===== src/rtl/lcd_hex_panel.sv =====
// lcd_hex_panel: HD44780 16x2 driver that runs power-on init, then refreshes two labelled hex fields.
// Optional LCD_ZERO_BLANK_EN blanks leading zero digits of each field.
module lcd_hex_panel #(
    parameter int          DATA_W      = 32,
    parameter logic [63:0] LABEL0      = "Output: ",
    parameter logic [63:0] LABEL1      = "PC:     ",
    parameter int          PWR_CYC     = 750000,
    parameter int          EN_CYC      = 16,
    parameter int          CMD_CYC     = 2500,
    parameter int          CLR_CYC     = 100000,
    parameter int          REFRESH_CYC = 2500000
) (
    input  logic              clk,
    input  logic              rst,
    input  logic [DATA_W-1:0] val0,
    input  logic [DATA_W-1:0] val1,
    output logic [7:0]        lcd_data,
    output logic              lcd_rs,
    output logic              lcd_rw,
    output logic              lcd_en,
    output logic              init_done,
    output logic              frame_done
);
    localparam int ND   = DATA_W / 4;
    localparam int MX0  = PWR_CYC > CLR_CYC ? PWR_CYC : CLR_CYC;
    localparam int MAXC = MX0 > REFRESH_CYC ? MX0 : REFRESH_CYC;
    localparam int CW   = $clog2(MAXC) + 1;
    localparam logic [CW-1:0] PWR_LAST = CW'(PWR_CYC - 1);
    localparam logic [CW-1:0] EN_LAST  = CW'(EN_CYC - 1);
    localparam logic [CW-1:0] CMD_LAST = CW'(CMD_CYC - 1);
    localparam logic [CW-1:0] CLR_LAST = CW'(CLR_CYC - 1);
    localparam logic [CW-1:0] REF_LAST = CW'(REFRESH_CYC - 1);

    generate
        if (DATA_W % 4 != 0 || DATA_W < 4 || DATA_W > 32) begin : g_bad_width
            $error("lcd_hex_panel: DATA_W must be a multiple of 4 in 4..32");
        end
    endgenerate

    typedef enum logic [2:0] {PWR, SETUP, ASU, ENH, HOLD, IDLE} state_t;

    state_t            state_q, state_d;
    logic [CW-1:0]     cnt_q, cnt_d;
    logic [5:0]        idx_q, idx_d;
    logic              init_done_q, init_done_d;
    logic              frame_done_q, frame_done_d;
    logic [DATA_W-1:0] snap0_q, snap0_d, snap1_q, snap1_d;
    logic [7:0]        lcd_data_q, lcd_data_d;
    logic              lcd_rs_q, lcd_rs_d;
    logic              lcd_en_q, lcd_en_d;
    logic [CW-1:0]     w_last;

    function automatic logic [7:0] hex_char(input logic [DATA_W-1:0] v, input int k);
        int          p;
        logic [31:0] sh;
        p  = 7 - k;
        sh = 32'(v >> (4 * p));
        if (k < 8 - ND) return 8'h20;
`ifdef LCD_ZERO_BLANK_EN
        if (p != 0 && sh == 32'd0) return 8'h20;
`endif
        return sh[3:0] < 4'd10 ? 8'h30 + 8'(sh[3:0]) : 8'h37 + 8'(sh[3:0]);
    endfunction

    // Returns {rs, byte} for list position i of the init list or the frame list.
    function automatic logic [8:0] list_byte(input logic in_frame, input logic [5:0] i,
                                             input logic [DATA_W-1:0] s0, input logic [DATA_W-1:0] s1);
        int   c;
        logic line2;
        if (!in_frame)
            return {1'b0, i[1:0] == 2'd0 ? 8'h38 : i[1:0] == 2'd1 ? 8'h0C : i[1:0] == 2'd2 ? 8'h01 : 8'h06};
        if (i == 6'd0) return 9'h080;
        if (i == 6'd17) return 9'h0C0;
        line2 = i > 6'd17;
        c     = line2 ? int'(i) - 18 : int'(i) - 1;
        if (c < 8) return {1'b1, line2 ? LABEL1[63 - 8*c -: 8] : LABEL0[63 - 8*c -: 8]};
        return {1'b1, hex_char(line2 ? s1 : s0, c - 8)};
    endfunction

    assign w_last = (!lcd_rs_q && lcd_data_q == 8'h01) ? CLR_LAST : CMD_LAST;

    always_comb begin
        state_d      = state_q;
        cnt_d        = cnt_q + 1'b1;
        idx_d        = idx_q;
        init_done_d  = init_done_q;
        frame_done_d = 1'b0;
        snap0_d      = snap0_q;
        snap1_d      = snap1_q;
        lcd_data_d   = lcd_data_q;
        lcd_rs_d     = lcd_rs_q;
        case (state_q)
            PWR: if (cnt_q == PWR_LAST) begin
                state_d = SETUP;
                cnt_d   = '0;
                idx_d   = '0;
            end
            SETUP: begin
                state_d = ASU;
                cnt_d   = '0;
            end
            ASU: begin
                state_d = ENH;
                cnt_d   = '0;
            end
            ENH: if (cnt_q == EN_LAST) begin
                state_d = HOLD;
                cnt_d   = '0;
            end
            HOLD: if (cnt_q == w_last) begin
                cnt_d = '0;
                if (!init_done_q) begin
                    state_d     = SETUP;
                    idx_d       = idx_q == 6'd3 ? 6'd0 : idx_q + 6'd1;
                    init_done_d = idx_q == 6'd3;
                end else if (idx_q == 6'd33) begin
                    state_d      = IDLE;
                    idx_d        = '0;
                    frame_done_d = 1'b1;
                end else begin
                    state_d = SETUP;
                    idx_d   = idx_q + 6'd1;
                end
            end
            IDLE: if (cnt_q == REF_LAST) begin
                state_d = SETUP;
                cnt_d   = '0;
            end
            default: state_d = PWR;
        endcase
        // Both values are captured together as f0 starts so a frame never mixes old and new data.
        if (state_d == SETUP) begin
            {lcd_rs_d, lcd_data_d} = list_byte(init_done_d, idx_d, snap0_q, snap1_q);
            if (init_done_d && idx_d == 6'd0) begin
                snap0_d = val0;
                snap1_d = val1;
            end
        end
        lcd_en_d = state_d == ENH;
    end

    always_ff @(posedge clk or posedge rst) begin
        if (rst) begin
            state_q      <= PWR;
            cnt_q        <= '0;
            idx_q        <= '0;
            init_done_q  <= 1'b0;
            frame_done_q <= 1'b0;
            snap0_q      <= '0;
            snap1_q      <= '0;
            lcd_data_q   <= '0;
            lcd_rs_q     <= 1'b0;
            lcd_en_q     <= 1'b0;
        end else begin
            state_q      <= state_d;
            cnt_q        <= cnt_d;
            idx_q        <= idx_d;
            init_done_q  <= init_done_d;
            frame_done_q <= frame_done_d;
            snap0_q      <= snap0_d;
            snap1_q      <= snap1_d;
            lcd_data_q   <= lcd_data_d;
            lcd_rs_q     <= lcd_rs_d;
            lcd_en_q     <= lcd_en_d;
        end
    end

    assign lcd_data   = lcd_data_q;
    assign lcd_rs     = lcd_rs_q;
    assign lcd_rw     = 1'b0;
    assign lcd_en     = lcd_en_q;
    assign init_done  = init_done_q;
    assign frame_done = frame_done_q;
endmodule


===== config.mk =====
export PLATFORM = sky130hd
export DESIGN_NAME = lcd_hex_panel
export DESIGN_NICKNAME = d
export VERILOG_FILES = /design/src/rtl/lcd_hex_panel.sv
export SDC_FILE = /design/constraint.sdc
export NUM_CORES = 1
export LEC_CHECK = 0
export CORE_ASPECT_RATIO = 2
export CORE_MARGIN = 5
export CORE_UTILIZATION = 40
export CTS_CLUSTER_DIAMETER = 40
export DETAILED_ROUTE_END_ITERATION = 8
export HOLD_SLACK_MARGIN = 0.08
export PLACE_DENSITY = 0.69
export SKIP_CTS_REPAIR_TIMING = 1
export SYNTH_ARGS = -nofsm -noshare
export SYNTH_HDL_FRONTEND = slang
export SYNTH_SLANG_ARGS = --single-unit

===== constraint.sdc =====
create_clock -name clk -period 12.6 [get_ports clk]
set_input_delay 2.52 -clock clk [delete_from_list [all_inputs] [get_ports clk]]
set_output_delay 2.52 -clock clk [all_outputs]
set_load 0.02 [all_outputs]

==> summary.txt, run 1 <==
GRT
  – Initial antenna violation count: 0
  – Global route overflow: 0
  – Largest net degree at the start of global routing: 65
  – Via count of the first global-routing pass: 5612
  – First-pass GRT wire length: 27.2 mm
  – Total global-route track usage: 0.179

Finish
  – Antenna cells: 0
  – Final Net Count: 770
  – Post-route cell area: 0.00768 mm2
  – Layout Area Growth over Synthesis: 19.4%
  – Share of cells above drive strength 1: 0.193
  – Most frequent cells in the layout: 108 x dfrtp_1, 77 x clkdlybuf4s50_1, 73 x mux2_2, 53 x nor2_1, 45 x nand2_1
  – Commonest non-fill, non-tap cell in the layout: dfrtp_1
  – Fill cells: 1535
  – Final std cells w/o fill: 891

Floorplan
  – Top Ports: 79
  – Die W: 99.6 um
  – Area of the die: 0.0189 mm2
  – Core area: 0.0158 mm2
  – Rows: 65
  – Die Y: 189 um
  – Initial Util: 0.407

Timing
  – Setup Skew: 0.0124 ns
  – Crit share post-route: 0.599
  – Peak Freq: 133 MHz
  – Final setup fails: 0
  – Slew Viols, Final: 0
  – Slew HR: 0.311
  – RSZ-0062 raised after global routing: false
  – Final Critical Period: 7.54 ns
  – Total negative slack: 0 ns
  – Slew at the pin closest to its max-slew limit: 1.03 ns
  – Min setup slack post-route: 5.06 ns
  – Final hold violations: 0

Route
  – Drt first-iter violations: 217
  – Antenna viol nets, final: 0
  – Post-route DRC: 0
  – TritonRoute pass-1 iters: 5
  – Post-detailed-route wirelength per cell: 18.9 um
  – DR vias: 5160
  – DR vias/cell: 5.79
  – Detailed Route WL: 16.8 mm

Synthesis
  – Synth Net Count: 703
  – Post-synthesis cell count: 618
  – Post-synthesis sequential area ratio: 0.420
  – Number of synthesized register bits: 108
  – Synth Warn #: 0
  – Count of cell types in the netlist: 83
  – Mapped Area: 0.00643 mm2
  – Synth Area per Inst: 10.4 um2
  – Ys async rst share: 1.00
  – Commonest register cell after synthesis: dfrtp_1
  – Post-synth EDFFs: 0

Status
  – Status: complete, no violations

Place
  – Detailed-placement wirelength estimate: 13.3 mm
  – Placed Cells: 875
  – Port bufs: 77
  – Pre-CTS setup slack: 5.14 ns
  – Routability cong.: 0.946
  – Placed Area: 0.00737 mm2

Critical path
  – CP Capture Type: flip-flop
  – CP cell instances: or4_4 > nor4_2 > a31oi_1 > a22oi_2 > buf_4 > inv_1 > ha_1 > or2_2 > o22ai_1 > a211oi_1 > nor2_1 > ha_1 > inv_1 > or3_1 > ha_1 > nor3_1 > nand3_1 > or4b_2 > a311oi_1 > xor2_1 > nor4_1 > or2_2 > o21a_1
  – CP max FO: 27
  – CP Buf/Inv Count: 3
  – Worst path slowest cell: or4b_2
  – Startpoint class of the critical path: flip-flop
  – Arr. time, crit path: 7.78 ns
  – CP delay by family, top: simple AND/OR/NAND/NOR gates
  – Worst stage delay on the critical path: 0.64 ns
  – Most common cell on crit path: ha_1
  – Worst EP required: 12.84 ns
  – CP Class: reg2reg

Clock network
  – CTS tree: yes
  – CTS Buf Count: 9
  – CTS sink cnt: 108
  – H-tree levels: 3
  – Buffer levels on the longest clock path: 2
  – CTS Root Cell: clkbuf_16
  – Clk Latency, worst-skew pair: 0.35 ns
  – Clock slew at reported path FFs: 0.08 ns

Power and ir drop
  – P_leak: 3.45 nW
  – Final Power: 0.658 mW
  – Pwr Density: 85.8 mW/mm2
  – Peak supply drop: 74.2 uV

Hold path
  – HP Class: reg2reg

Run
  – Max-cap violations: 0
synth_stat cells, types with 6 or more instances:
cell type / count / area [um2]
nor4_1: 7 / 43.8
nand3_1: 27 / 135
nand2_1: 45 / 169
o21ai_0: 17 / 85.1
nor3_1: 12 / 60.1
a21oi_1: 25 / 125
ha_1: 19 / 238
a211oi_1: 7 / 52.6
inv_1: 20 / 75.1
xor2_1: 17 / 149
mux2_2: 73 / 822
xnor2_1: 10 / 87.6
nor2_1: 53 / 199
dfrtp_1: 108 / 2700
nand4_1: 8 / 50.1
and3_1: 13 / 81.3
or4_1: 6 / 45.0
clkbuf_1: 16 / 60.1
or3_1: 11 / 68.8
nor2b_1: 6 / 37.5
per-stage QoR:
stage | utilization | hold slack (ns)
floorplan | - | 0.447
global placement | 0.467 | 0.482
detailed placement | 0.467 | 0.489
CTS | 0.487 | 0.500
global route | 0.487 | 0.522
finish | 0.487 | 0.495
cell families (layout without fill, tap and decap cells):
logic type / Yosys count / count (layout) / synth area share
simple gates: 227 / 227 / 0.191
flops: 108 / 108 / 0.420
compound gates: 102 / 102 / 0.117
mux: 87 / 87 / 0.166
buf+inv: 47 / 119 / 0.0313
xor+xnor: 27 / 27 / 0.0368
fa+ha+maj: 19 / 19 / 0.0370
other cells: 1 / 1 / 0.000583
area by class of cell:
class | count | area, um2 | share of cell area
sequential | 108 | 2700 | 0.352
tap | 201 | 251 | 0.0328
inverter | 23 | 88.8 | 0.0116
timing repair buffer | 80 | 793 | 0.103
multi-input combinational | 463 | 3530 | 0.460
clock inverter | 6 | 67.6 | 0.00880
clock buffer | 10 | 239 | 0.0311
metal layers:
metal  GRT usage  vias to the layer above  part of all wire
met5           0                        -                 0
met1       0.175                     2532              0.35
met4       0.111                        0             0.063
met3      0.0251                       66             0.032
met2       0.342                      163              0.55
li1            -                     2399                 -
final timing paths:
path,startpoint,end,slack [ns],cells after the start
worst max-delay path,cnt_q[12],lcd_data[6],5.06,23
worst min-delay path,cnt_q[0],cnt_q[0],0.50,1
worst max register to register,cnt_q[12],lcd_data[6],5.06,23
worst min register to register,cnt_q[0],cnt_q[0],0.50,1
max in group asynchronous,rst,snap0_q[31],8.83,3
min in group asynchronous,rst,frame_done,2.59,2
flip-flops by register name, summed over array words and instances (netlist names):
register    cells
init_done       1
lcd_rs          1
state_q         3
frame_done      1
snap1_q        32
cnt_q          23
lcd_en          1
idx_q           6
snap0_q        32
lcd_data        8
power breakdown:
group | internal [mW] | switching, mW | leakage [nW] | total [mW]
Combinational | 0.0178 | 0.00989 | 1.80 | 0.0277
Clock | 0.146 | 0.139 | 0.150 | 0.284
Sequential | 0.346 | 0 | 1.50 | 0.346
Total | 0.510 | 0.149 | 3.45 | 0.658
(Power assumes the default switching activity.)
==> run 2, diff against run 1 <==
==> constraint.sdc (replaced) <==
create_clock -name clk -period 7.3 [get_ports clk]
set_input_delay 1.46 -clock clk [delete_from_list [all_inputs] [get_ports clk]]
set_output_delay 1.46 -clock clk [all_outputs]
set_load 0.02 [all_outputs]
==> run 2 against run 1 <==
Net effect: clock-buffer cell count increased by 2; critical path type unchanged; non-clock buffer count increased by 5; global-route usage increased by 0.60 points; sequential cell count unchanged; total power increased by 71%; worst hold slack improved by 0.0041 ns; worst setup slack got worse by 4.6 ns; final area increased by 0.47%; critical path depth decreased by 1; sequential share of layout area decreased by 0.17 points; clock power increased by 69%; highest routed layer unchanged.
==> summary.txt, run 2 (same netlist as run 1, synthesis figures left out) <==
Place
  – Detailed-placement wirelength estimate: 13.3 mm (about the same)
  – Routability cong.: 0.912 (-3.6%)
  – Port bufs: 77 (unchanged)

Floorplan
  – Die W: 99.6 um (unchanged)
  – Die Y: 189 um (unchanged)
  – Rows: 65 (unchanged)
  – Top Ports: 79 (unchanged)
  – Initial Util: 0.407 (unchanged)
  – Area of the die: 0.0189 mm2 (unchanged)
  – Core area: 0.0158 mm2 (unchanged)

Finish
  – Final core utilization: 0.489 (+0.00230)
  – Share of cells above drive strength 1: 0.197 (+0.00465)
  – Commonest non-fill, non-tap cell in the layout: dfrtp_1
  – Antenna cells: 0 (unchanged)
  – Final Net Count: 775 (+0.65%)
  – Most frequent cells in the layout: 108 x dfrtp_1, 77 x clkdlybuf4s50_1, 73 x mux2_2, 53 x nor2_1, 45 x nand2_1
  – Regs by FF count: snap0_q x32, snap1_q x32, cnt_q x23
  – Fill cells: 1500 (-2.3%)
  – Layout Area Growth over Synthesis: 20.0%

Critical path
  – CP Capture Type: flip-flop
  – Setup slack, reg-to-reg: 0.47 ns (-4.59 ns)
  – Worst stage delay on the critical path: 0.62 ns (-0.02 ns)
  – CP Class: reg2reg
  – CP cell instances: or4_1 > or4_4 > nor3_1 > a31oi_1 > a22oi_2 > ha_1 > inv_1 > o41ai_2 > o211a_1 > o22a_1 > ha_1 > inv_1 > or3_1 > ha_1 > nor3_1 > nand3_1 > or4b_2 > a311oi_1 > xor2_1 > nor3_1 > and4_2 > a2bb2oi_1
  – Worst EP required: 7.56 ns (-5.28 ns)
  – Startpoint class of the critical path: flip-flop
  – Arr. time, crit path: 7.10 ns (-0.68 ns)
  – Worst path slowest cell: or4b_2
  – CP max FO: 8 (-70%)

Route
  – Drt first-iter violations: 216 (-0.46%)
  – Detailed Route WL: 16.9 mm (+0.17%)
  – Antenna viol nets, final: 0 (unchanged)
  – Post-route DRC: 0 (unchanged)
  – DR vias: 5126 (-0.66%)
  – Post-detailed-route wirelength per cell: 18.8 um (-0.28%)
  – TritonRoute pass-1 iters: 5 (unchanged)
  – DR vias/cell: 5.73 (-1.1%)

GRT
  – Via count of the first global-routing pass: 5584 (-0.50%)
  – Largest net degree at the start of global routing: 75 (+15%)
  – Initial antenna violation count: 0 (unchanged)
  – Total global-route track usage: 0.185 (+0.00603)
  – Global route overflow: 0 (unchanged)
  – First-pass GRT wire length: 27.8 mm (+2.2%)

Clock network
  – H-tree levels: 3 (unchanged)
  – CTS sink cnt: 108 (unchanged)
  – Clk Latency, worst-skew pair: 0.35 ns (about the same)
  – CTS tree: yes
  – CTS Buf Count: 9 (unchanged)
  – CTS Root Cell: clkbuf_16
  – Buffer levels on the longest clock path: 2 (unchanged)
  – Clock slew at reported path FFs: 0.07 ns (about the same)

Timing
  – Crit share post-route: 0.936 (+0.337)
  – Final hold violations: 0 (unchanged)
  – Total negative slack: 0 ns (unchanged)
  – Peak Freq: 146 MHz (+10%)
  – RSZ-0062 raised after global routing: false
  – Slew HR: 0.397 (+0.0856)
  – Slew at the pin closest to its max-slew limit: 0.905 ns (-0.128 ns)
  – Setup Skew: 0.00903 ns (-0.00337 ns)
  – Slew Viols, Final: 0 (unchanged)
  – Final Critical Period: 6.83 ns (-0.711 ns)
  – Final setup fails: 0 (unchanged)

Power and ir drop
  – Pwr Density: 146 mW/mm2 (+70%)
  – Peak supply drop: 149 uV (+100%)
  – P_leak: 3.46 nW (+0.39%)

Status
  – Status: complete, no violations

Run
  – Max-cap violations: 0 (unchanged)

Hold path
  – HP Class: reg2reg
-- run 2: path summary, 6_finish.rpt --
path / from / end / depth (start not counted)
max reg2reg: cnt_q[6] / lcd_data[2] / 22
min: snap0_q[19] / snap0_q[19] / 1
max in group asynchronous: rst / lcd_data[0] / 3
min in group asynchronous: rst / cnt_q[0] / 2
min reg2reg: snap0_q[19] / snap0_q[19] / 1
max: cnt_q[6] / lcd_data[2] / 22
-- run 2: per-layer routing --
metal	up-vias	share of wire	wire length, um	GRT usage
li1	2417	-	-	-
met1	2522	0.35	5950	0.182
met2	130	0.56	9480	0.351
met3	57	0.034	574	0.0310
met4	0	0.050	848	0.108
met5	-	0	0	0
-- run 2: worst max-delay path: cells and delay by family (launching register included) --
family | cells | cell delay, ns
adders and majority gates | 3 | 0.77
buffers and inverters | 2 | 0.15
and+or+nand+nor | 9 | 3.31
DFF | 1 | 0.46
xor gates and xnor gates | 1 | 0.16
AOI/OAI and AO/OA | 7 | 1.90
-- run 2: through the flow --
step                power (mW)  hold slack (ns)  cells  instance area [um2]  worst slack (ns)
global placement         0.658            0.482    879                 7400             0.615
floorplan                0.620            0.447    618                 6430             0.827
global route              1.16            0.515    895                 7710            0.0490
CTS                       1.14            0.503    894                 7680             0.308
finish                    1.13            0.499    895                 7710             0.466
detailed placement       0.659            0.489    879                 7400             0.370
-- run 2: area by class of cell --
type	count	area (um2)	share of cell area
clock buffers	12	236	0.0307
clock inverters	3	46.3	0.00600
inverters	23	88.8	0.0115
repair buffers	85	831	0.108
flip-flops and latches	108	2700	0.350
well taps	201	251	0.0326
multi-input cells	463	3560	0.461
-- run 2: report_power, final --
part / internal [mW] / switching, mW / total (mW)
logic: 0.0308 / 0.0170 / 0.0478
clock network: 0.266 / 0.214 / 0.481
registers: 0.598 / 0 / 0.598
